File: src/rtl/alu_cmd_driver_if.sv
// Signal bundle between a command source / response sink / ALU and alu_cmd_driver.
// The driver block connects through the slave modport; the surrounding environment uses master.
interface alu_cmd_driver_if;
  // Both streams use valid/ready: a transfer happens on a rising edge where valid && ready.
  // The producer holds its payload stable while valid && !ready, and ready may not depend on the transfer itself.
  logic       cmd_valid;
  logic       cmd_ready;
  logic [1:0] cmd_opcode;
  logic [3:0] cmd_op1;
  logic [3:0] cmd_op2;

  logic [1:0] alu_opcode;
  logic [3:0] alu_operand1;
  logic [3:0] alu_operand2;
  logic [7:0] alu_result;
  logic       alu_cflag;
  logic       alu_zflag;

  logic       rsp_valid;
  logic       rsp_ready;
  logic [1:0] rsp_opcode;
  logic [7:0] rsp_result;
  logic       rsp_cflag;
  logic       rsp_zflag;

  modport master (
    output cmd_valid, cmd_opcode, cmd_op1, cmd_op2,
    input  cmd_ready,
    input  alu_opcode, alu_operand1, alu_operand2,
    output alu_result, alu_cflag, alu_zflag,
    input  rsp_valid, rsp_opcode, rsp_result, rsp_cflag, rsp_zflag,
    output rsp_ready
  );

  modport slave (
    input  cmd_valid, cmd_opcode, cmd_op1, cmd_op2,
    output cmd_ready,
    output alu_opcode, alu_operand1, alu_operand2,
    input  alu_result, alu_cflag, alu_zflag,
    output rsp_valid, rsp_opcode, rsp_result, rsp_cflag, rsp_zflag,
    input  rsp_ready
  );
endinterface

File: src/rtl/alu_cmd_driver.sv
// Buffers ALU commands in a small FIFO, issues them one at a time on registered
// operand/opcode lines and returns the captured ALU result as an in-order response stream.
module alu_cmd_driver #(
  parameter int DEPTH = 4,
  parameter int CW    = 3
) (
  input  logic             clk,
  input  logic             rst_n,
  alu_cmd_driver_if.slave  bus,
  output logic [CW-1:0]    cmd_count,
  output logic             busy,
  output logic [1:0]       dbg_state
);

  localparam int AW = $clog2(DEPTH);
  localparam logic [CW-1:0] CNT_ONE  = CW'(1);
  localparam logic [CW-1:0] CNT_FULL = CW'(DEPTH);

  typedef logic [9:0] entry_t;  // {opcode, op1, op2}

  typedef enum logic [1:0] {
    S_IDLE = 2'd0,
    S_EXEC = 2'd1,
    S_RESP = 2'd2
  } state_t;

  state_t        state_q, state_d;
  entry_t        mem_q [DEPTH];
  entry_t        mem_d [DEPTH];
  logic [AW-1:0] wr_ptr_q, wr_ptr_d;
  logic [AW-1:0] rd_ptr_q, rd_ptr_d;
  logic [CW-1:0] count_q, count_d;

  logic [1:0]    alu_opcode_q, alu_opcode_d;
  logic [3:0]    alu_op1_q, alu_op1_d;
  logic [3:0]    alu_op2_q, alu_op2_d;

  logic          rsp_valid_q, rsp_valid_d;
  logic [1:0]    rsp_opcode_q, rsp_opcode_d;
  logic [7:0]    rsp_result_q, rsp_result_d;
  logic          rsp_cflag_q, rsp_cflag_d;
  logic          rsp_zflag_q, rsp_zflag_d;

  logic          full;
  logic          empty;
  logic          cmd_ready_w;
  logic          push;
  logic          pop;
  logic          capture;
  logic          rsp_fire;
  entry_t        head;

  assign full        = (count_q == CNT_FULL);
  assign empty       = (count_q == '0);
  // Full blocks the push even when the FSM pops on the same edge.
  assign cmd_ready_w = !full && rst_n;
  assign push        = bus.cmd_valid && cmd_ready_w;
  assign rsp_fire    = rsp_valid_q && bus.rsp_ready;
  assign head        = mem_q[rd_ptr_q];

  // Next-state logic; FIFO occupancy is the pre-edge value, so a push on this edge is seen next cycle.
  always_comb begin
    state_d = state_q;
    pop     = 1'b0;
    capture = 1'b0;
    case (state_q)
      S_IDLE: begin
        if (!empty) begin
          pop     = 1'b1;
          state_d = S_EXEC;
        end
      end
      S_EXEC: begin
        capture = 1'b1;
        state_d = S_RESP;
      end
      S_RESP: begin
        if (rsp_fire) begin
          if (!empty) begin
            pop     = 1'b1;
            state_d = S_EXEC;
          end else begin
            state_d = S_IDLE;
          end
        end
      end
      default: state_d = S_IDLE;
    endcase
  end

  always_comb begin
    mem_d    = mem_q;
    wr_ptr_d = wr_ptr_q;
    rd_ptr_d = rd_ptr_q;
    count_d  = count_q;
    if (push) begin
      mem_d[wr_ptr_q] = {bus.cmd_opcode, bus.cmd_op1, bus.cmd_op2};
      wr_ptr_d        = wr_ptr_q + 1'b1;
    end
    if (pop) begin
      rd_ptr_d = rd_ptr_q + 1'b1;
    end
    case ({push, pop})
      2'b10:   count_d = count_q + CNT_ONE;
      2'b01:   count_d = count_q - CNT_ONE;
      default: count_d = count_q;
    endcase
  end

  // Operand lines keep the last issued command after it completes.
  always_comb begin
    alu_opcode_d = alu_opcode_q;
    alu_op1_d    = alu_op1_q;
    alu_op2_d    = alu_op2_q;
    if (pop) begin
      {alu_opcode_d, alu_op1_d, alu_op2_d} = head;
    end
  end

  always_comb begin
    rsp_valid_d  = rsp_valid_q;
    rsp_opcode_d = rsp_opcode_q;
    rsp_result_d = rsp_result_q;
    rsp_cflag_d  = rsp_cflag_q;
    rsp_zflag_d  = rsp_zflag_q;
    if (rsp_fire) begin
      rsp_valid_d = 1'b0;
    end
    if (capture) begin
      rsp_valid_d  = 1'b1;
      rsp_opcode_d = alu_opcode_q;
      rsp_result_d = bus.alu_result;
      rsp_cflag_d  = bus.alu_cflag;
      rsp_zflag_d  = bus.alu_zflag;
    end
  end

  always_ff @(posedge clk) begin
    if (!rst_n) begin
      state_q <= S_IDLE;
    end else begin
      state_q <= state_d;
    end
  end

  always_ff @(posedge clk) begin
    if (!rst_n) begin
      for (int i = 0; i < DEPTH; i++) begin
        mem_q[i] <= '0;
      end
      wr_ptr_q     <= '0;
      rd_ptr_q     <= '0;
      count_q      <= '0;
      alu_opcode_q <= '0;
      alu_op1_q    <= '0;
      alu_op2_q    <= '0;
      rsp_valid_q  <= 1'b0;
      rsp_opcode_q <= '0;
      rsp_result_q <= '0;
      rsp_cflag_q  <= 1'b0;
      rsp_zflag_q  <= 1'b0;
    end else begin
      mem_q        <= mem_d;
      wr_ptr_q     <= wr_ptr_d;
      rd_ptr_q     <= rd_ptr_d;
      count_q      <= count_d;
      alu_opcode_q <= alu_opcode_d;
      alu_op1_q    <= alu_op1_d;
      alu_op2_q    <= alu_op2_d;
      rsp_valid_q  <= rsp_valid_d;
      rsp_opcode_q <= rsp_opcode_d;
      rsp_result_q <= rsp_result_d;
      rsp_cflag_q  <= rsp_cflag_d;
      rsp_zflag_q  <= rsp_zflag_d;
    end
  end

  assign bus.cmd_ready    = cmd_ready_w;
  assign bus.alu_opcode   = alu_opcode_q;
  assign bus.alu_operand1 = alu_op1_q;
  assign bus.alu_operand2 = alu_op2_q;
  assign bus.rsp_valid    = rsp_valid_q;
  assign bus.rsp_opcode   = rsp_opcode_q;
  assign bus.rsp_result   = rsp_result_q;
  assign bus.rsp_cflag    = rsp_cflag_q;
  assign bus.rsp_zflag    = rsp_zflag_q;
  assign cmd_count        = count_q;
  assign busy             = (state_q != S_IDLE);
  assign dbg_state        = state_q;

  // A held response must not change until it is taken.
  a_rsp_hold: assert property (@(posedge clk) disable iff (!rst_n)
    (rsp_valid_q && !bus.rsp_ready) |=>
      (rsp_valid_q && $stable({rsp_opcode_q, rsp_result_q, rsp_cflag_q, rsp_zflag_q})));

  a_count_bound: assert property (@(posedge clk) disable iff (!rst_n)
    count_q <= CNT_FULL);

  a_exec_one_cycle: assert property (@(posedge clk) disable iff (!rst_n)
    (state_q == S_EXEC) |=> (state_q == S_RESP));

endmodule

File: src/flat_wrapper.sv
// flat-port wrapper written by rule: the top's interface ports become plain ports
module alu_cmd_driver_flat 
#(
  parameter int DEPTH = 4,
  parameter int CW    = 3
)
  (clk, rst_n, cmd_count, busy, dbg_state, bus_cmd_valid, bus_cmd_opcode, bus_cmd_op1, bus_cmd_op2, bus_cmd_ready, bus_alu_opcode, bus_alu_operand1, bus_alu_operand2, bus_alu_result, bus_alu_cflag, bus_alu_zflag, bus_rsp_valid, bus_rsp_opcode, bus_rsp_result, bus_rsp_cflag, bus_rsp_zflag, bus_rsp_ready);
  alu_cmd_driver_if bus_i ();
  input  logic clk;
  input  logic rst_n;
  output logic [CW-1:0] cmd_count;
  output logic busy;
  output logic [1:0] dbg_state;
  input wire logic [$bits(bus_i.cmd_valid)-1:0] bus_cmd_valid;
  input wire logic [$bits(bus_i.cmd_opcode)-1:0] bus_cmd_opcode;
  input wire logic [$bits(bus_i.cmd_op1)-1:0] bus_cmd_op1;
  input wire logic [$bits(bus_i.cmd_op2)-1:0] bus_cmd_op2;
  output wire logic [$bits(bus_i.cmd_ready)-1:0] bus_cmd_ready;
  output wire logic [$bits(bus_i.alu_opcode)-1:0] bus_alu_opcode;
  output wire logic [$bits(bus_i.alu_operand1)-1:0] bus_alu_operand1;
  output wire logic [$bits(bus_i.alu_operand2)-1:0] bus_alu_operand2;
  input wire logic [$bits(bus_i.alu_result)-1:0] bus_alu_result;
  input wire logic [$bits(bus_i.alu_cflag)-1:0] bus_alu_cflag;
  input wire logic [$bits(bus_i.alu_zflag)-1:0] bus_alu_zflag;
  output wire logic [$bits(bus_i.rsp_valid)-1:0] bus_rsp_valid;
  output wire logic [$bits(bus_i.rsp_opcode)-1:0] bus_rsp_opcode;
  output wire logic [$bits(bus_i.rsp_result)-1:0] bus_rsp_result;
  output wire logic [$bits(bus_i.rsp_cflag)-1:0] bus_rsp_cflag;
  output wire logic [$bits(bus_i.rsp_zflag)-1:0] bus_rsp_zflag;
  input wire logic [$bits(bus_i.rsp_ready)-1:0] bus_rsp_ready;
  assign bus_i.cmd_valid = bus_cmd_valid;
  assign bus_i.cmd_opcode = bus_cmd_opcode;
  assign bus_i.cmd_op1 = bus_cmd_op1;
  assign bus_i.cmd_op2 = bus_cmd_op2;
  assign bus_cmd_ready = bus_i.cmd_ready;
  assign bus_alu_opcode = bus_i.alu_opcode;
  assign bus_alu_operand1 = bus_i.alu_operand1;
  assign bus_alu_operand2 = bus_i.alu_operand2;
  assign bus_i.alu_result = bus_alu_result;
  assign bus_i.alu_cflag = bus_alu_cflag;
  assign bus_i.alu_zflag = bus_alu_zflag;
  assign bus_rsp_valid = bus_i.rsp_valid;
  assign bus_rsp_opcode = bus_i.rsp_opcode;
  assign bus_rsp_result = bus_i.rsp_result;
  assign bus_rsp_cflag = bus_i.rsp_cflag;
  assign bus_rsp_zflag = bus_i.rsp_zflag;
  assign bus_i.rsp_ready = bus_rsp_ready;
  alu_cmd_driver #(.DEPTH(DEPTH), .CW(CW)) u_core (.clk(clk), .rst_n(rst_n), .bus(bus_i), .cmd_count(cmd_count), .busy(busy), .dbg_state(dbg_state));
endmodule
File: config.mk
export PLATFORM = sky130hd
export DESIGN_NAME = alu_cmd_driver_flat
export DESIGN_NICKNAME = d
export VERILOG_FILES = /design/src/rtl/alu_cmd_driver_if.sv /design/src/rtl/alu_cmd_driver.sv /design/src/flat_wrapper.sv
export SDC_FILE = /design/constraint.sdc
export NUM_CORES = 1
export LEC_CHECK = 0
export CAP_MARGIN = 5
export CORE_ASPECT_RATIO = 1.2
export CORE_MARGIN = 2
export CORE_UTILIZATION = 47
export DETAILED_ROUTE_END_ITERATION = 10
export PLACE_DENSITY = 0.85
export SLEW_MARGIN = 20
export SYNTH_ARGS = -nofsm -noshare
export SYNTH_HDL_FRONTEND = slang
export SYNTH_SLANG_ARGS = --single-unit
File: constraint.sdc
create_clock -name clk -period 2.2 [get_ports clk]
set_input_delay 0.44 -clock clk [delete_from_list [all_inputs] [get_ports clk]]
set_output_delay 0.44 -clock clk [all_outputs]
set_load 0.02 [all_outputs]
==> impl_metrics.toml <==
[layout]
postLayoutCellArea_um2 = 4010
nFillCells = 533
final_nets = 428
n_antenna_cell = 0
post_route_cells_drive_above_1_share_pct = 13.7
area_growth_syn_to_layout_pct = 26.1

[clock_tree]
cts_root_buffer = "clkbuf_8"
cts_sinks = 72
clk_pin_slew_ps = 70
clockBufferDepth = 2
insertion_delay_ps = 340
cts_max_level = 3
cts_buffers = 9
cts_tree = "done"

[floorplan]
ios = 54
initial_core_util_pct = 49.1
core_um2 = 6490
std_cell_rows = 32
die_h_um = 94.1
die-area_um2 = 7450
die_w_um = 79.1

[sta]
hold_violations = 0
max_freq_ghz = 0.467
rsz0062_at_grt = "false"
fin_worst_skew_ps = 9.24
tightest_slew_ps = 953
fin_crit_sh_pct = 97.2
slew_headroom_pct = 35.9
final_max_slew_viol_count = 0
setup_ws_ps = 60.8
final.min_clock_period_ps = 2140
setup_viol = 0

[global_routing]
grt_pass1_vias = 2721
grt.total_usage_pct = 22.1
gr-total-overflow = 0
grt_max_degree = 58
grt_pass1_wl_um = 12800
antenna_found_initial = 0

[detailed_routing]
ant_nets = 0
vias = 2814
routedWlPerCell_um = 15.9
drc = 0
dr.pass1.iters = 5
viasPerCell = 5.79
drt-total-wl_um = 7720
drt_iter0_drc = 176

[setup_path]
slowest_delay_ps = 490
critical_path.max_fanout = 2
cp.arrival_ps = 2410
cp-end-kind = "register"
startpoint_type = "primary input"
required_ps = 2470
slowest_stage = "clkdlybuf4s50_1"
crit_chain = "clkdlybuf4s50_1, a21boi_2, nor3_4, ha_4, inv_1, fa_2, xor2_1, or3_1, a21oi_2"
critPathKind = "in2reg"

[yosys]
synth_nets = 375
yosysWarnings = 0
synth_simple_gate_area_share_pct = 15.5
synth_top_family_by_area = "compound AO/OA/AOI/OAI gates"
synth_cell_types = 34
syn_inst = 345
yosysTopAreaCell = "dfxtp_1"
synth_xor_area_share_pct = 0.551
ys_seq_area_share_pct = 45.3
ys_seq_elements = 72
synth_area_leaders = "dfxtp_1 (45%), a21oi_1 (8.7%), nand3_1 (6.9%), o21ai_0 (6.3%), mux4_2 (5.7%)"
synth_area_um2 = 3180
avgSynthCellArea_um2 = 9.22
synthMuxAreaShare_pct = 8.57
synth-adder-area-share_pct = 2.60
synth_top_area_share_pct = 45.3
synth_compound_area_share_pct = 21.2

[run_status]
status = "completed"

[placement]
place_area_um2 = 3810
dp_worst_setup_slack_ps = -323
io_buffers = 53
place_hpwl_um = 5120
gp_congestion = 0.730

[power_and_ir_drop]
peakVddDrop_mv = 0.468
p_leak_uw = 0.00151
power_density_nw_per_um2 = 1030

[run]
cap_violations = 0

[worst_hold_path]
holdCritPathClass = "reg2reg"
[power by group]
group          leakage, uW  switching, uW  internal, uW
combinational     0.000833            892           673
clock            0.0000896            442           544
sequential        0.000585            122          1460
total              0.00151           1460          2680
[routing by layer]
metal / share of wire [%] / up-vias / track usage, % / wire, um
met2: 51 / 122 / 38.6 / 3910
li1: - / 1345 / - / -
met3: 7.2 / 13 / 4.81 / 555
met5: 0 / - / 0 / 0
met1: 40 / 1334 / 26.0 / 3100
met4: 2.0 / 0 / 9.34 / 154
[critical path, delay by kind of cell]
| family | cells | cell delay (ps) |
|---|---|---|
| buf+inv | 2 | 530 |
| fa+ha+maj | 2 | 480 |
| xor+xnor | 1 | 160 |
| simple gates | 2 | 560 |
| compound gates | 2 | 230 |
[flip-flops by register name, summed over array words and instances, names as in the netlist, 2 cells and up]
signal	count
u_core.bus.alu_opcode	2
u_core.bus.alu_operand1	4
u_core.bus.rsp_opcode	2
u_core.bus.rsp_result	8
u_core.bus.alu_operand2	4
u_core.mem_q	40
u_core.rd_ptr_q	2
u_core.wr_ptr_q	2
u_core.cmd_count	3
u_core.dbg_state	2
[per-stage QoR]
| stage | std cells | hold slack (ps) | utilization, % | setup TNS, ps | power (uW) |
|---|---|---|---|---|---|
| detailed placement | 471 | 448 | 58.8 | -971 | 3140 |
| floorplan | 345 | 449 | - | 0 | 2660 |
| finish | 486 | 454 | 61.8 | 0 | 4130 |
| global route | 486 | 481 | 61.8 | 0 | 4370 |
| global placement | 471 | 441 | 58.8 | -519 | 3090 |
| CTS | 485 | 457 | 61.6 | 0 | 4110 |
[cells by family after synthesis]
kind of cell    count (synthesis)
compound gates                118
simple gates                   95
flops                          72
fa+ha+maj                       6
buf+inv                        38
mux                            14
xor+xnor                        2
[synthesized netlist by cell type]
library cell	n
a21o_1	10
o21ai_1	1
a21boi_2	1
nand2_1	28
buf_2	17
buf_1	2
nor3_2	2
or2_2	1
or3b_1	1
nor2_1	5
a211oi_1	1
nor4_2	1
o21ai_0	40
mux2i_1	4
xor2_1	2
or3_1	1
buf_6	5
nor3b_2	1
fa_1	1
a21oi_1	55
mux4_2	8
nand3_2	1
clkbuf_1	7
nand2b_1	4
dfxtp_1	72
mux4_1	2
inv_1	6
and3_1	4
nor4b_2	1
inv_2	1
nand3_1	44
o311a_1	10
nor2b_1	1
ha_1	5
[what timing repair did]
item                                    in CTS  in global routing
resized for setup                            0                  4
setup buffers                                0                  1
hold buffers                                 0                  0
endpoints found under the setup margin       0                  2
endpoints found under the hold margin        0                  0
[placed cells by master (no fill, tap or decap), drive strengths merged]
cell type / n
nand2b: 4
xor2: 2
mux4: 10
clkdlybuf4s50: 52
a21o: 10
or3: 1
buf: 20
a21oi: 55
nand2: 28
nor4b: 1
nor3: 2
a211oi: 1
nor2: 5
and3: 4
inv: 7
clkbuf: 13
a21boi: 1
or2: 1
bufinv: 1
mux2i: 4
fa: 1
or3b: 1
nor2b: 1
dfxtp: 72
dlymetal6s2s: 1
o311a: 10
ha: 5
nor4: 1
nand3: 45
o21ai: 41
nor3b: 1
[worst paths after layout]
path / startpoint / endpoint / slack (ps) / cells after the start
worst max-delay path: bus_rsp_ready / u_core.cmd_count[2]$_SDFFE_PN0P_ / 60 / 9
worst min-delay path: u_core.bus.rsp_zflag$_SDFFE_PN0P_ / u_core.bus.rsp_zflag$_SDFFE_PN0P_ / 450 / 2
worst max register to register: u_core.cmd_count[0]$_SDFFE_PN0P_ / u_core.cmd_count[2]$_SDFFE_PN0P_ / 110 / 8
worst min register to register: u_core.bus.rsp_zflag$_SDFFE_PN0P_ / u_core.bus.rsp_zflag$_SDFFE_PN0P_ / 450 / 2
[final cells by class]
class / count / area [um2] / area share, %
multi-input combinational: 235 / 1570 / 39.1
sequential: 72 / 1450 / 36.2
timing repair buffer: 73 / 683 / 17.0
clock buffer: 13 / 149 / 3.71
tap: 85 / 106 / 2.65
clock inverter: 1 / 30.0 / 0.749
inverter: 7 / 26.3 / 0.655
No activity file was read; power rests on OpenSTA's default activity.
